--- src/rtl/fwft_sync_fifo_if.sv ---
// ---------------------------------------------------------------------------
// fwft_sync_fifo_if
//
// Purpose: bundles the producer-side and consumer-side handshake of the
// first-word-fall-through FIFO, plus its occupancy count.
//
// Signals:
//   enq_valid / enq_data / enq_ready : producer -> FIFO ready/valid channel
//   deq_valid / deq_data / deq_ready : FIFO -> consumer ready/valid channel
//   count                            : entries held (LOGDEPTH+1 bits)
//
// Modports:
//   slave  : the FIFO itself (accepts enq, presents deq)
//   master : the surrounding logic that drives enq and consumes deq
// ---------------------------------------------------------------------------
interface fwft_sync_fifo_if #(
    parameter int WIDTH    = 32,
    parameter int LOGDEPTH = 4
);
    logic                enq_valid;
    logic [WIDTH-1:0]    enq_data;
    logic                enq_ready;
    logic                deq_valid;
    logic [WIDTH-1:0]    deq_data;
    logic                deq_ready;
    logic [LOGDEPTH:0]   count;

    modport slave (
        input  enq_valid, enq_data, deq_ready,
        output enq_ready, deq_valid, deq_data, count
    );

    modport master (
        output enq_valid, enq_data, deq_ready,
        input  enq_ready, deq_valid, deq_data, count
    );
endinterface

--- src/rtl/fwft_sync_fifo.sv ---
// ---------------------------------------------------------------------------
// fwft_sync_fifo
//
// Purpose: synchronous first-word-fall-through FIFO built around a
// dual-ported RAM with a registered (1-cycle) read. A two-stage prefetch
// pipeline (RAM read register -> output register) keeps one entry read
// ahead so a consumer holding deq_ready high drains one entry per cycle.
//
// Ports:
//   clk   : clock, all state updates on the rising edge
//   rst   : synchronous, active-high reset (discards all entries)
//   flush : (only with FIFO_FLUSH_EN defined) synchronous clear of the
//           queue contents; enq_ready stays high while it is asserted
//   bus   : fwft_sync_fifo_if.slave (enq/deq handshakes and count)
//
// Configuration macro:
//   FIFO_FLUSH_EN : adds the flush input. Undefined by default.
//
// Latency: an entry enqueued into an empty FIFO at edge T is written to
// RAM at T, read into the RAM output register at T+1 and loaded into the
// output register at T+2, so it is visible in the cycle after edge T+2.
// ---------------------------------------------------------------------------
module fwft_sync_fifo #(
    parameter int WIDTH    = 32,
    parameter int LOGDEPTH = 4
) (
    input  logic                 clk,
    input  logic                 rst,
`ifdef FIFO_FLUSH_EN
    input  logic                 flush,
`endif
    fwft_sync_fifo_if.slave      bus
);

    localparam int                CW        = LOGDEPTH + 1;
    localparam int                DEPTH     = 1 << LOGDEPTH;
    localparam logic [CW-1:0]     DEPTH_CNT = CW'(DEPTH);
    localparam logic [CW-1:0]     CNT_ONE   = CW'(1);
    localparam logic [LOGDEPTH-1:0] PTR_ONE = LOGDEPTH'(1);

    // Storage and its registered read port (no reset: contents survive rst)
    logic [WIDTH-1:0]    ram_q [DEPTH];
    logic [WIDTH-1:0]    rdata_q;

    logic [LOGDEPTH-1:0] wptr_q, wptr_d;
    logic [LOGDEPTH-1:0] rptr_q, rptr_d;
    logic [CW-1:0]       count_q, count_d;
    logic                s1_valid_q, s1_valid_d;    // rdata_q holds a live entry
    logic                out_valid_q, out_valid_d;  // output register holds the head
    logic [WIDTH-1:0]    out_data_q, out_data_d;

    logic                clear;
    logic                enq_ready;
    logic                enq_fire;
    logic                deq_fire;
    logic                out_load;
    logic                rd_en;
    logic [CW-1:0]       unread;

    always_comb begin
`ifdef FIFO_FLUSH_EN
        clear = rst | flush;
`else
        clear = rst;
`endif
        // Only rst (not flush) blocks the producer; count_q is a register,
        // so there is no path from enq_valid or deq_ready.
        enq_ready = !rst && (count_q != DEPTH_CNT);
        enq_fire  = bus.enq_valid && enq_ready && !clear;
        deq_fire  = out_valid_q && bus.deq_ready && !clear;

        // Entries written to RAM but not yet pulled into the pipeline. Built
        // from count_q only, so a slot is read no earlier than one edge after
        // its write.
        unread = count_q - CW'(s1_valid_q) - CW'(out_valid_q);

        // Output register refills from the RAM read register whenever it is
        // empty or being emptied this edge.
        out_load = s1_valid_q && (!out_valid_q || deq_fire) && !clear;
        // Read ahead whenever the RAM read register is free or being moved on.
        rd_en    = (unread != '0) && (!s1_valid_q || out_load) && !clear;

        wptr_d      = wptr_q;
        rptr_d      = rptr_q;
        count_d     = count_q;
        s1_valid_d  = s1_valid_q;
        out_valid_d = out_valid_q;
        out_data_d  = out_data_q;

        if (clear) begin
            wptr_d      = '0;
            rptr_d      = '0;
            count_d     = '0;
            s1_valid_d  = 1'b0;
            out_valid_d = 1'b0;
            out_data_d  = '0;
        end else begin
            if (enq_fire) begin
                wptr_d = wptr_q + PTR_ONE;
            end
            if (rd_en) begin
                rptr_d = rptr_q + PTR_ONE;
            end

            case ({enq_fire, deq_fire})
                2'b10:   count_d = count_q + CNT_ONE;
                2'b01:   count_d = count_q - CNT_ONE;
                default: count_d = count_q;
            endcase

            s1_valid_d = rd_en || (s1_valid_q && !out_load);

            if (out_load) begin
                out_valid_d = 1'b1;
                out_data_d  = rdata_q;
            end else if (deq_fire) begin
                out_valid_d = 1'b0;
            end
        end
    end

    always_ff @(posedge clk) begin
        wptr_q      <= wptr_d;
        rptr_q      <= rptr_d;
        count_q     <= count_d;
        s1_valid_q  <= s1_valid_d;
        out_valid_q <= out_valid_d;
        out_data_q  <= out_data_d;
    end

    // RAM write port and registered read port
    always_ff @(posedge clk) begin
        if (enq_fire) begin
            ram_q[wptr_q] <= bus.enq_data;
        end
        if (rd_en) begin
            rdata_q <= ram_q[rptr_q];
        end
    end

    assign bus.enq_ready = enq_ready;
    assign bus.deq_valid = out_valid_q;
    assign bus.deq_data  = out_data_q;
    assign bus.count     = count_q;

endmodule

--- src/flat_wrapper.sv ---
// flat-port wrapper written by rule: the top's interface ports become plain ports
module fwft_sync_fifo_flat 
#(
    parameter int WIDTH    = 32,
    parameter int LOGDEPTH = 4
)
  (clk, rst, bus_enq_valid, bus_enq_data, bus_deq_ready, bus_enq_ready, bus_deq_valid, bus_deq_data, bus_count);
  fwft_sync_fifo_if #(.WIDTH(WIDTH), .LOGDEPTH(LOGDEPTH)) bus_i ();
  input  logic clk;
  input  logic rst;
  input wire logic [$bits(bus_i.enq_valid)-1:0] bus_enq_valid;
  input wire logic [$bits(bus_i.enq_data)-1:0] bus_enq_data;
  input wire logic [$bits(bus_i.deq_ready)-1:0] bus_deq_ready;
  output wire logic [$bits(bus_i.enq_ready)-1:0] bus_enq_ready;
  output wire logic [$bits(bus_i.deq_valid)-1:0] bus_deq_valid;
  output wire logic [$bits(bus_i.deq_data)-1:0] bus_deq_data;
  output wire logic [$bits(bus_i.count)-1:0] bus_count;
  assign bus_i.enq_valid = bus_enq_valid;
  assign bus_i.enq_data = bus_enq_data;
  assign bus_i.deq_ready = bus_deq_ready;
  assign bus_enq_ready = bus_i.enq_ready;
  assign bus_deq_valid = bus_i.deq_valid;
  assign bus_deq_data = bus_i.deq_data;
  assign bus_count = bus_i.count;
  fwft_sync_fifo #(.WIDTH(WIDTH), .LOGDEPTH(LOGDEPTH)) u_core (.clk(clk), .rst(rst), .bus(bus_i));
endmodule
--- config.mk ---
export PLATFORM = sky130hd
export DESIGN_NAME = fwft_sync_fifo_flat
export DESIGN_NICKNAME = d
export VERILOG_FILES = /design/src/rtl/fwft_sync_fifo_if.sv /design/src/rtl/fwft_sync_fifo.sv /design/src/flat_wrapper.sv
export SDC_FILE = /design/constraint.sdc
export NUM_CORES = 1
export LEC_CHECK = 0
export BUFFER_PORTS_ARGS = -buffer_cell sky130_fd_sc_hd__buf_2
export CORE_AREA = 4 4 242 244
export DETAILED_ROUTE_END_ITERATION = 6
export DIE_AREA = 0 0 246 248
export GPL_ROUTABILITY_DRIVEN = 1
export GPL_TIMING_DRIVEN = 1
export SLEW_MARGIN = 0
export SYNTH_ARGS = -nofsm -noshare
export SYNTH_HDL_FRONTEND = slang
export SYNTH_SLANG_ARGS = --single-unit
--- constraint.sdc ---
create_clock -name clk -period 3.7 [get_ports clk]
set_clock_uncertainty 0.2 [all_clocks]
set_input_delay 0.555 -clock clk [delete_from_list [all_inputs] [get_ports clk]]
set_output_delay 0.555 -clock clk [all_outputs]
set_load 0.01 [all_outputs]
==> impl_results.md, run 1 <==
* Number of port buffers at 74
* Setup bufs post-CTS at 0
* Worst setup EP type: flip-flop
* Synth warn at 0
* Compound-Gate Fraction of Synth Area at 0.0115
* Root buffer cell: clkbuf_16
* First-pass GRT wire length at 70600 um
* Crit Path Category: flip-flop to flip-flop
* RSZ-0062 raised after global routing: false
* Leakage at 8.20 nW
* Initial antenna violation count at 2
* Worst skew pair latency at 620 ps
* DRT Pass-1 Iters at 5
* Rows at 87
* Slew margin rel. at 0.490
* Detail Route Antenna Nets at 0
* Actual slew at the worst max-slew pin at 765 ps
* Layout cells sized above 1 at 0.321
* Synthesized net count at 1065
* Clock-pin slew on the worst setup and hold paths at 60 ps
* Post-route cell area at 26000 sq um
* Initial Utilization at 0.397
* Most frequent cells in the layout: 544 x edfxtp_1, 160 x mux4_2, 74 x buf_2, 69 x nand2_1, 60 x clkbuf_16
* Mapped Avg Cell Area at 22.0 sq um
* ANT cells at 0
* Synth area leader: edfxtp_1
* Vias in the first global route at 10800
* CTS Buffer Depth at 3
* Post-DP Area at 23900 sq um
* Mapped cell area at 22300 sq um
* Largest net degree at the start of global routing at 79
* Final total power at 16.1 mW
* Total Nets Final at 1178
* # H-tree levels at 2
* Die width at 246 um
* Overall fraction of global-route tracks in use at 0.158
* Area Overhead vs Synth at 16.5%
* Utilization after layout at 0.462
* Max Fclk at 321 MHz
* Largest family of logic cells by synthesized area: multiplexers
* Drt drc at 0
* Number of synthesized register bits at 591
* Synth top area cells: edfxtp_1 73%, mux4_2 16%, dfxtp_1 4.2%, nand2_1 1.2%, a21oi_1 0.85%
* Period utilization at 0.841
* Final RePlAce weighted congestion at 0.707
* Syn Inst Count at 1016
* Final Setup Violations at 0
* DRT Wirelength at 47300 um
* M3 GR Usage at 0.0306
* Chip height at 248 um
* Adder-Cell Fraction of Synth Area at 0.00763
* Status: complete, no violations
* Max VDD drop at 349 uV
* Setup TNS at 0 ps
* CORE AREA at 56300 sq um
* Worst Path Arrival at 3450 ps
* Boundary Pins at 75
* Mux share of post-synthesis cell area at 0.163
* Leading cell type in the layout, fill and taps excluded: edfxtp_1
* Min Tclk post-route at 3110 ps
* Busiest layer in global routing: met2
* Async set-or-reset flop fraction in the synthesized netlist at 0
* Maximum fanout along the worst path at 12
* Clock sink count at 591
* Routing usage on met2 at 0.275
* Top cell type's share of synthesized area at 0.732
* Synth Area in Simple Gates at 0.0248
* CTS tree: yes
* Post-synth EDFFs at 544
* Cell variety after synth at 36
* Hold WS at 65.3 ps
* Via density at 5.21
* Congestion Overflow GR at 0
* Met1 usage at 0.209
* Wire per inst at 24.5 um
* Die ar. at 61000 sq um
* XOR/XNOR share of the synthesized area at 0.00471
* Worst min-delay path category: input port to flip-flop
* Startpoint types: flip-flop
* Pwr dens at 620 nW/um^2
* Post-cts repair resize count at 0
* Max Cap Violations at 0
* Pins Over Slew Limit at 0
* Post-CTS Hold Fix Bufs at 0
* Sequential area share after synthesis at 0.774
* Placed wire-length estimate at 24300 um
* Vias at 10100
* Initial DRC Count at 873
* Hold Fails Final Rpt at 0
* Ys flop type: edfxtp_1
* Critical Path RT at 4040 ps
* Number of buffers created by CTS at 59
==> synthesized netlist by cell type (all sizes together), types with 3 or more instances <==
| master | instances |
|---|---|
| mux4 | 160 |
| a21oi | 38 |
| clkbuf | 28 |
| o21ai | 5 |
| nand2 | 69 |
| or3 | 3 |
| xor2 | 9 |
| nor2 | 31 |
| edfxtp | 544 |
| nor3 | 5 |
| ha | 12 |
| inv | 6 |
| buf | 27 |
| nand2b | 3 |
| xnor2 | 3 |
| dfxtp | 47 |
| nand3 | 9 |
==> stage by stage <==
stage          setup slack, ps  instances
2_1_floorplan              255       1016
3_3_place_gp               667       1824
3_5_place_dp               580       1824
4_1_cts                    595       1934
5_1_grt                    237       1934
6_report                   589       1934
==> path summary, 6_finish.rpt <==
| path | startpoint | end | slack (ps) | depth (start not counted) |
|---|---|---|---|---|
| min reg2reg | u_core.bus.deq_data[27] | u_core.bus.deq_data[27] | 250 | 2 |
| max reg2reg | u_core.bus.count[1] | u_core.bus.count[2] | 590 | 10 |
| min | bus_deq_ready | u_core.bus.deq_valid | 70 | 4 |
| max | u_core.bus.count[1] | u_core.bus.count[2] | 590 | 10 |
==> cell families after synthesis <==
kind of cell,count (synthesis)
buffers and inverters,61
XOR/XNOR,12
flip-flops,591
multiplexers,163
adder cells (fa/ha/maj),13
AND/OR/NAND/NOR,128
AO/OA/AOI/OAI,48
==> routing by layer <==
layer / share of wire / wire length [um]
met1: 0.42 / 20100
met2: 0.52 / 24500
met3: 0.042 / 1990
met4: 0.015 / 724
met5: 0.00070 / 33
==> final cells by class <==
| type | instances | area, sq um |
|---|---|---|
| Clock buffer | 75 | 1620 |
| Clock inverter | 35 | 457 |
| Fill cell | 4670 | 30300 |
| Tap cell | 756 | 946 |
| Timing Repair Buffer | 107 | 793 |
| Multi-Input combinational cell | 364 | 4860 |
| Inverter | 6 | 22.5 |
| Sequential cell | 591 | 17300 |
==> worst max-delay path, cell delays in order, from the launching register on <==
cell and delay (ps):
dfxtp_1 570, nor4_1 100, a21oi_1 450, nand2_1 230, ha_1 360, xor2_1 180
ha_1 230, a21oi_1 150, xor2_1 100, or3_1 320, a21oi_1 140
==> flip-flops by register name (all words and copies together) (netlist names) <==
name	cells
u_core.bus.count	5
u_core.bus.deq_data	32
u_core.bus.deq_valid	1
u_core.ram_q	512
u_core.rdata_q	32
u_core.rptr_q	4
u_core.s1_valid_q	1
u_core.wptr_q	4
==> power by group <==
group          internal [mW]  switching, mW  total, mW  leakage [nW]
Combinational           1.14           1.01       2.15          1.89
Sequential              7.55          0.159       7.71          5.31
Clock                   3.79           2.47       6.25         0.995
Power figures use the tool's default switching activity.
==> inputs of run 2 (changes only) <==
Clock period 3.7 ns to 2.8 ns, I/O delays scaled along.
==> impl_results.md, run 2 (synthesis gave the netlist of run 1 again) <==
* Status: complete, no violations
* Sw power at 4.87 mW (+34%)
* Detail Route Antenna Nets at 0 (unchanged)
* Worst min-delay path category: input port to flip-flop
* Combinational group share of total power at 0.143 (+0.009)
* Initial antenna violation count at 1 (-1)
* Initial DRC Count at 945 (+8.2%)
* Most frequent cells in the layout: 544 x edfxtp_1, 160 x mux4_2, 74 x buf_2, 68 x nand2_1, 61 x clkbuf_16
* Vias in the first global route at 10800 (+0.47%)
* Slew margin rel. at 0.611 (+0.121)
* Setup ws final at 28.8 ps (-560 ps)
* Chip height at 248 um (unchanged)
* Worst skew pair latency at 610 ps (about the same)
* Clock sink count at 591 (unchanged)
* Crit-path leading delay family: adder cells
* Bufs and invs on worst path at 2 (+2)
* Final RePlAce weighted congestion at 0.713 (+0.92%)
* Drt drc at 0 (unchanged)
* Clock-pin slew on the worst setup and hold paths at 60 ps (about the same)
* Congestion Overflow GR at 0 (unchanged)
* Max Fclk at 361 MHz (+12%)
* Via density at 5.23 (+0.40%)
* Boundary Pins at 75 (unchanged)
* Initial Utilization at 0.397 (unchanged)
* Post-route cell area at 26600 sq um (+2.5%)
* Hold Fails Final Rpt at 0 (unchanged)
* CTS Buffer Depth at 3 (unchanged)
* Sequential power share at 0.472 (-0.006)
* Layout cells sized above 1 at 0.333 (+0.0119)
* Worst Path Arrival at 2920 ps (-530 ps)
* Die ar. at 61000 sq um (unchanged)
* Leakage at 8.47 nW (+3.3%)
* CORE AREA at 56300 sq um (unchanged)
* CP max stage cell: fa_1
* Area Overhead vs Synth at 19.4%
* Post-DP Area at 24200 sq um (+1.2%)
* Period utilization at 0.990 (+0.149)
* Pwr dens at 803 nW/um^2 (+29%)
* First-pass GRT wire length at 72500 um (+2.7%)
* Pre-CTS setup slack at 51.9 ps (-528 ps)
* Startpoint types: flip-flop
* Internal power at 16.5 mW (+32%)
* Reg with most FFs: u_core.ram_q
* Rows at 87 (unchanged)
* Wire per inst at 24.3 um (-0.54%)
* Clock share of power at 0.384 (-0.004)
* DRT Pass-1 Iters at 4 (-1)
* Crit Path Category: flip-flop to flip-flop
* Critical Path RT at 2950 ps (-1090 ps)
* Final Setup Violations at 0 (unchanged)
* Total Nets Final at 1230 (+4.4%)
* Worst setup EP type: flip-flop
* Final total power at 21.4 mW (+33%)
* Number of port buffers at 74 (unchanged)
* Largest net degree at the start of global routing at 55 (-30%)
* Leading cell type in the layout, fill and taps excluded: edfxtp_1
* Pins Over Slew Limit at 0 (unchanged)
* Root buffer cell: clkbuf_16
* # H-tree levels at 2 (unchanged)
* Max VDD drop at 492 uV (+41%)
* Slowest stage delay, CP at 570 ps (about the same)
* Net Sw Frac at 0.228 (+0.00184)
* RSZ-0062 raised after global routing: true
* Overall fraction of global-route tracks in use at 0.162 (+0.00396)
* Die width at 246 um (unchanged)
* Placed wire-length estimate at 26000 um (+7.1%)
* Cells along the critical path: fa_1 > inv_1 > ha_4 > nor2_4 > ha_2 > xnor2_1 > nand4b_1 > o21ai_4 > nor2_4 > buf_12
* Max reg flops at 512 (unchanged)
* Maximum fanout along the worst path at 20 (+8)
* Crit-path most repeated cell: nor2_4
* Min Tclk post-route at 2770 ps (-340 ps)
* ANT cells at 0 (unchanged)
* Actual slew at the worst max-slew pin at 583 ps (-182 ps)
* CTS tree: yes
* Vias at 10400 (+3.2%)
* Max Cap Violations at 0 (unchanged)
* Number of buffers created by CTS at 59 (unchanged)
* DRT Wirelength at 48400 um (+2.2%)
==> run 2: cell types whose count changed in the layout (fill, tap and decap cells not counted), moves of 2 or more <==
cell / previous run / this run
buf_4: 19 / 24
clkinv_1: 15 / 13
clkinv_4: 0 / 2
dfxtp_1: 43 / 40
dlygate4sd3_1: 0 / 34
buf_12: 14 / 25
buf_6: 0 / 2
clkinv_2: 4 / 6
ha_1: 12 / 10
dfxtp_2: 2 / 4
==> run 2: timing repair <==
item / 4_1_cts / 5_1_grt
endpoints found under the hold margin: 499 / 0
setup endpoints to repair: 0 / 37
setup buffers: 0 / 2
gates resized for setup: 0 / 9
hold buffers: 34 / 0
==> run 2: power groups by stage <==
stage | Combinational, mW | Sequential [mW] | Clock, mW
global placement | 3.04 | 10.3 | 0
detailed placement | 3.06 | 10.3 | 0
finish | 3.07 | 10.1 | 8.22
global route | 3.32 | 10.1 | 8.83
floorplan | 2.17 | 10.3 | 0
CTS | 3.11 | 10.1 | 8.42
==> run 2: final timing paths <==
check / start / endpoint / slack (ps) / cells after the start
worst min-delay path: bus_enq_data[5] / u_core.ram_q[14][5] / 40 / 1
worst max-delay path: u_core.s1_valid_q / u_core.rdata_q[16] / 30 / 10
worst max register to register: u_core.s1_valid_q / u_core.rdata_q[16] / 30 / 10
worst min register to register: u_core.bus.deq_data[22] / u_core.bus.deq_data[22] / 250 / 2
==> run 2: per-layer routing <==
layer / share of wire / up-vias / wire length [um] / track usage
met3: 0.044 / 57 / 2150 / 0.0266
met4: 0.017 / 2 / 811 / 0.0385
met1: 0.42 / 5569 / 20500 / 0.216
met2: 0.52 / 246 / 25000 / 0.281
met5: 0.00027 / - / 13 / 0
li1: - / 4532 / - / -
==> run 2: through the flow <==
stage | utilization | hold WS, ps | std cells | setup TNS [ps]
after floorplan | - | 271 | 1016 | -1930
after global placement | 0.430 | 241 | 1840 | 0
after detailed placement | 0.430 | 244 | 1840 | 0
after CTS | 0.472 | 7.77 | 1986 | 0
after global routing | 0.473 | 31.0 | 1988 | -2080
final | 0.473 | 44.1 | 1988 | 0
==> run 2: worst reg2reg max path, stage by stage, from the launching register on <==
cell      delay (ps)
dfxtp_2          330
fa_1             570
inv_1             80
ha_4             170
nor2_4           110
ha_2             180
xnor2_1          110
nand4b_1         210
o21ai_4          270
nor2_4            80
buf_12           200
==> run 2: final cells by class <==
class                      instances  area, sq um
clock buffer                      76         1630
clock inverter                    36          428
fill                            4633        29600
inverter                           6         22.5
multi-input combinational        364         4910
sequential                       591        17300
tap                              756          946
timing repair buffer             159         1410
